<file path="src/rtl/pc_pkg.sv">
// Shared constants and next-PC source encoding for the fetch-stage PC generator.
package pc_pkg;

  localparam int          DEFAULT_XLEN         = 32;
  localparam logic [63:0] DEFAULT_RESET_VECTOR = 64'h0;

  // Clears the two low address bits; sliced down to XLEN by users (XLEN <= 64).
  localparam logic [63:0] PC_ALIGN_MASK = ~64'h3;

  typedef enum logic [2:0] {
    PC_SEQ,
    PC_HOLD,
    PC_TRAP,
    PC_REDIRECT,
    PC_CALL,
    PC_RET
  } pc_sel_e;

endpackage

</file>
<file path="src/rtl/return_addr_stack.sv">
// Circular return-address stack: pushes past capacity overwrite the oldest entry.
module return_addr_stack
  import pc_pkg::*;
#(
  parameter int XLEN  = DEFAULT_XLEN,
  parameter int DEPTH = 4
) (
  input  logic            clk,
  input  logic            rst,
  input  logic            push,
  input  logic            pop,
  input  logic            clear,
  input  logic [XLEN-1:0] push_data,
  output logic [XLEN-1:0] top_data,
  output logic            empty,
  output logic            full
);

  localparam int PW = $clog2(DEPTH);
  localparam int CW = PW + 1;

  logic [XLEN-1:0] mem [DEPTH];
  logic [PW-1:0]   top_ptr;
  logic [CW-1:0]   count;

  assign empty    = (count == '0);
  assign full     = (count == CW'(DEPTH));
  assign top_data = mem[top_ptr];

  // Power-of-two depth lets the pointer wrap naturally on overflow/underflow.
  always_ff @(posedge clk) begin
    if (rst) begin
      top_ptr <= '0;
      count   <= '0;
    end else if (clear) begin
      count <= '0;
    end else if (push) begin
      top_ptr <= top_ptr + PW'(1);
      if (!full) count <= count + CW'(1);
    end else if (pop && !empty) begin
      top_ptr <= top_ptr - PW'(1);
      count   <= count - CW'(1);
    end
  end

  // Entry contents need no reset; only the count marks them valid.
  always_ff @(posedge clk) begin
    if (!rst && !clear && push) mem[top_ptr + PW'(1)] <= push_data;
  end

endmodule

</file>
<file path="src/rtl/pc_gen.sv">
// Fetch PC generator: prioritised next-PC select with stall hold and call/return prediction.
module pc_gen
  import pc_pkg::*;
#(
  parameter int              XLEN         = DEFAULT_XLEN,
  parameter logic [XLEN-1:0] RESET_VECTOR = XLEN'(DEFAULT_RESET_VECTOR),
  parameter int              RAS_DEPTH    = 4
) (
  input  logic            clk,
  input  logic            rst,
  input  logic            stall,
  input  logic            trap_valid,
  input  logic [XLEN-1:0] trap_target,
  input  logic            redirect_valid,
  input  logic [XLEN-1:0] redirect_target,
  input  logic            call_valid,
  input  logic [XLEN-1:0] call_target,
  input  logic [XLEN-1:0] call_ret_addr,
  input  logic            ret_valid,
  output logic [XLEN-1:0] pc,
  output logic [XLEN-1:0] pc_plus4,
  output logic            ras_empty,
  output logic            ras_full,
  output logic            ret_miss
);

  localparam logic [XLEN-1:0] ALIGN = PC_ALIGN_MASK[XLEN-1:0];

  pc_sel_e         pc_sel;
  logic [XLEN-1:0] pc_next;
  logic [XLEN-1:0] ras_top;
  logic            ret_miss_next;

  assign pc_plus4 = pc + XLEN'(4);

  always_comb begin
    pc_sel        = PC_SEQ;
    ret_miss_next = 1'b0;
    if (trap_valid)          pc_sel = PC_TRAP;
    else if (redirect_valid) pc_sel = PC_REDIRECT;
    else if (stall)          pc_sel = PC_HOLD;
    else if (call_valid)     pc_sel = PC_CALL;
    else if (ret_valid) begin
      if (!ras_empty) pc_sel = PC_RET;
      else            ret_miss_next = 1'b1;
    end
  end

  always_comb begin
    pc_next = pc_plus4;
    case (pc_sel)
      PC_TRAP:     pc_next = trap_target & ALIGN;
      PC_REDIRECT: pc_next = redirect_target & ALIGN;
      PC_HOLD:     pc_next = pc;
      PC_CALL:     pc_next = call_target & ALIGN;
      PC_RET:      pc_next = ras_top;
      default:     pc_next = pc_plus4;
    endcase
  end

  always_ff @(posedge clk) begin
    if (rst) begin
      pc       <= RESET_VECTOR;
      ret_miss <= 1'b0;
    end else begin
      pc       <= pc_next;
      ret_miss <= ret_miss_next;
    end
  end

  return_addr_stack #(
    .XLEN  (XLEN),
    .DEPTH (RAS_DEPTH)
  ) u_ras (
    .clk       (clk),
    .rst       (rst),
    .push      (pc_sel == PC_CALL),
    .pop       (pc_sel == PC_RET),
    .clear     (pc_sel == PC_TRAP),
    .push_data (call_ret_addr & ALIGN),
    .top_data  (ras_top),
    .empty     (ras_empty),
    .full      (ras_full)
  );

endmodule

</file>
<file path="config.mk">
export PLATFORM = sky130hd
export DESIGN_NAME = pc_gen
export DESIGN_NICKNAME = d
export VERILOG_FILES = /design/src/rtl/pc_pkg.sv /design/src/rtl/return_addr_stack.sv /design/src/rtl/pc_gen.sv
export SDC_FILE = /design/constraint.sdc
export NUM_CORES = 1
export LEC_CHECK = 0
export ABC_AREA = 1
export CELL_PAD_IN_SITES_DETAIL_PLACEMENT = 0
export CELL_PAD_IN_SITES_GLOBAL_PLACEMENT = 1
export CORE_ASPECT_RATIO = 0.5
export CORE_UTILIZATION = 39
export CTS_CLUSTER_DIAMETER = 30
export DETAILED_ROUTE_END_ITERATION = 6
export PLACE_DENSITY = 0.82
export SLEW_MARGIN = 20
export SYNTH_ARGS = -nofsm -noshare
export SYNTH_HDL_FRONTEND = slang
export SYNTH_SLANG_ARGS = --single-unit
</file>
<file path="constraint.sdc">
create_clock -name clk -period 6.3 [get_ports clk]
set_input_delay 1.89 -clock clk [delete_from_list [all_inputs] [get_ports clk]]
set_output_delay 1.89 -clock clk [all_outputs]
set_load 0.02 [all_outputs]
</file>
==> flow_metrics.env <==
export IMPL_outcome="completed"
export IMPL_startpoint_type="input pin"
export IMPL_final_cells=1388
export IMPL_drt_initial_drc_count=501
export IMPL_grt_max_degree=62
export IMPL_hold_start="u_ras.count[2]"
export IMPL_antenna_found_initial=0
export IMPL_syn_inst=939
export IMPL_cts_made_buffers=17
export IMPL_tightest_slew_ns=0.935
export IMPL_final_setup_viol_count=0
export IMPL_post_cts_resized=0
export IMPL_routedWlPerCell_um=17.4
export IMPL_hpwl_um=16900
export IMPL_drc=0
export IMPL_hold_path_class="flop to flop"
export IMPL_post_place_ws_ns=1.15
export IMPL_power_total_mw=2.64
export IMPL_antenna_cells=0
export IMPL_portBuffers=189
export IMPL_endpoint_kind="flop"
export IMPL_crit_fanout=33
export IMPL_path_clk_slew_ns=0.07
export IMPL_critPathKind="input pin to flop"
export IMPL_skew_ns=0.0144
export IMPL_gp_congestion=0.852
export IMPL_final_max_slew_viol_count=0
export IMPL_cts_tree="built"
export IMPL_grt_overflow=0
export IMPL_clk_latency_ns=0.42
export IMPL_vdd_drop_max_v=0.000184
export IMPL_finalNetCount=1250
export IMPL_fill_cells=1810
export IMPL_synth_seq_cells=158
export IMPL_grt_pass1_wl_um=35900
export IMPL_routed_via_count=7041
export IMPL_cts_setup_buffers=0
export IMPL_powerDensity_nw_per_um2=248
export IMPL_io_pins=202
export IMPL_rr_worst_depth=8
export IMPL_firstDrtPassIters=5
export IMPL_antenna_left=0
export IMPL_hold_viol_final=0
export IMPL_die_x_um=205
export IMPL_fp_coreArea_um2=19800
export IMPL_grtUsageMet2_pct=34.3
export IMPL_avgSynthCellArea_um2=8.53
export IMPL_timing_setup_tns_ns=0
export IMPL_grt_met1_usage_pct=34.5
export IMPL_fin_util_pct=54.0
export IMPL_use_met3_pct=3.85
export IMPL_reg2reg_to="pc[8]"
export IMPL_start_util_pct=40.5
export IMPL_grt_busiest_layer="met1"
export IMPL_crit_path_end="u_ras.mem[2][10]"
export IMPL_p_leak_nw=4.10
export IMPL_place_inst=1356
export IMPL_fp_dieH_um=103
export IMPL_clockBufferDepth=2
export IMPL_rrSetupSlack_ns=3.78
export IMPL_worstPathRequired_ns=6.35
export IMPL_grt_pass1_vias=6218
export IMPL_grt_total_usage_pct=22.8
export IMPL_postPlaceCellArea_um2=10100
export IMPL_yosysTopAreaCell="edfxtp_1"
export IMPL_syn_area_um2=8010
export IMPL_cp_startpoint="trap_valid"
export IMPL_wl_um=24200
export IMPL_cts_num_sinks=158
export IMPL_via_per_inst=5.07
export IMPL_setup_slack_ns=1.55
export IMPL_ys_seq_area_share_pct=54.5
export IMPL_final_area_um2=10700
export IMPL_synth_top_area_share_pct=45.0
export IMPL_h_tree_depth=4
export IMPL_synthDistinctLibCells=38
export IMPL_die_area_um2=21200
export IMPL_core_rowCount=36
export IMPL_grt_setup_unrepaired="false"
export IMPL_slew_headroom_pct=37.6
export IMPL_fin_crit_sh_pct=75.4
export IMPL_cts_hold_buf=0
export IMPL_cts_root_buf="clkbuf_16"
export IMPL_clock_fmax_ghz=0.210
export IMPL_cap_violations=0
export IMPL_fin_hold_ws_ns=0.529
export IMPL_drive_gt1_share_pct=6.60
export IMPL_synth_warning_count=0
export IMPL_synthToLayoutAreaGrowth_pct=33.3
export IMPL_min_period_ns=4.75
export IMPL_worst_ep_arrival_time_ns=4.81
export IMPL_synth_area_leaders="edfxtp_1 45%, nand2_1 10%, dfxtp_1 9.5%"
## synthesized netlist by cell type, drive strengths merged
cell type / n
nand3: 73
nor2: 176
o22ai: 23
edfxtp: 120
inv: 66
o21a: 1
nand4: 6
xnor2: 7
ha: 6
o211ai: 8
dfxtp: 38
clkbuf: 25
o21ai: 86
nand2: 222
nand3b: 3
nor3b: 1
and3: 1
xor2: 15
conb: 1
a21oi: 30
buf: 25
or2: 1
nor3: 5
## registers in the layout, summed over array words and instances (netlist names), named ones only
signal and flops:
u_ras.top_ptr 2, ret_miss 1, u_ras.count 3, u_ras.mem 120, pc 30
## worst max-delay path, cell delays in order
cell and delay (ns):
clkdlybuf4s50_1 0.39, buf_4 0.26, inv_2 0.49, nand4_2 0.35, inv_2 0.53, nand2_1 0.28, nor2_2 0.15, buf_4 0.42
## routing by layer
layer | vias to the layer above | share of wire (%)
li1 | 3471 | -
met1 | 3327 | 48
met2 | 225 | 45
met3 | 18 | 6.6
met4 | 0 | 1.0
met5 | - | 0
## area by class of cell
class	instances	area, um^2	area share (%)
Inverter	66	250	2.34
Tap cell	266	333	3.12
Clock inverter	14	180	1.69
Timing Repair Buffer	198	1960	18.4
Clock buffer	18	429	4.02
Sequential cell	158	4360	40.9
Multi-Input combinational cell	668	3160	29.6
## worst min path at each step
stage	end	slack [ns]	depth (start not counted)
floorplan	u_ras.count[2]	0.49	2
global placement	u_ras.count[2]	0.52	2
CTS	u_ras.count[2]	0.53	2
finish	u_ras.count[2]	0.53	2
detailed placement	u_ras.count[2]	0.52	2
global route	u_ras.count[0]	0.59	2
## power breakdown
group	switching, mW	internal, mW	leakage, nW
clock network	0.453	0.633	0.293
registers	0.0294	1.14	1.39
logic	0.209	0.180	2.41
total	0.692	1.95	4.10
## placed cells by master, fill, tap and decap left out, drive strengths merged
cell type and instances:
nand3b 3, ha 6, nor3 5, nand2 222
nor2 176, clkdlybuf4s50 189, nand3 73, dfxtp 38
a21oi 30, o21ai 86, edfxtp 120, clkinv 3
xnor2 7, o211ai 8, conb 4, nand4 6
o22ai 23, buf 9, and3 1, clkbuf 18
clkinvlp 2, or2 1, xor2 15, o21a 1
bufinv 3, nor3b 1, inv 72
## kinds of logic after synthesis
logic type,after synthesis,synth area share (%)
AO/OA/AOI/OAI,148,9.98
XOR/XNOR,22,2.41
adder cells (fa/ha/maj),6,0.937
buffers and inverters,116,6.33
flip-flops,158,54.5
other,1,0.0468
AND/OR/NAND/NOR,488,25.8
No activity file was read; power rests on OpenSTA's default activity.
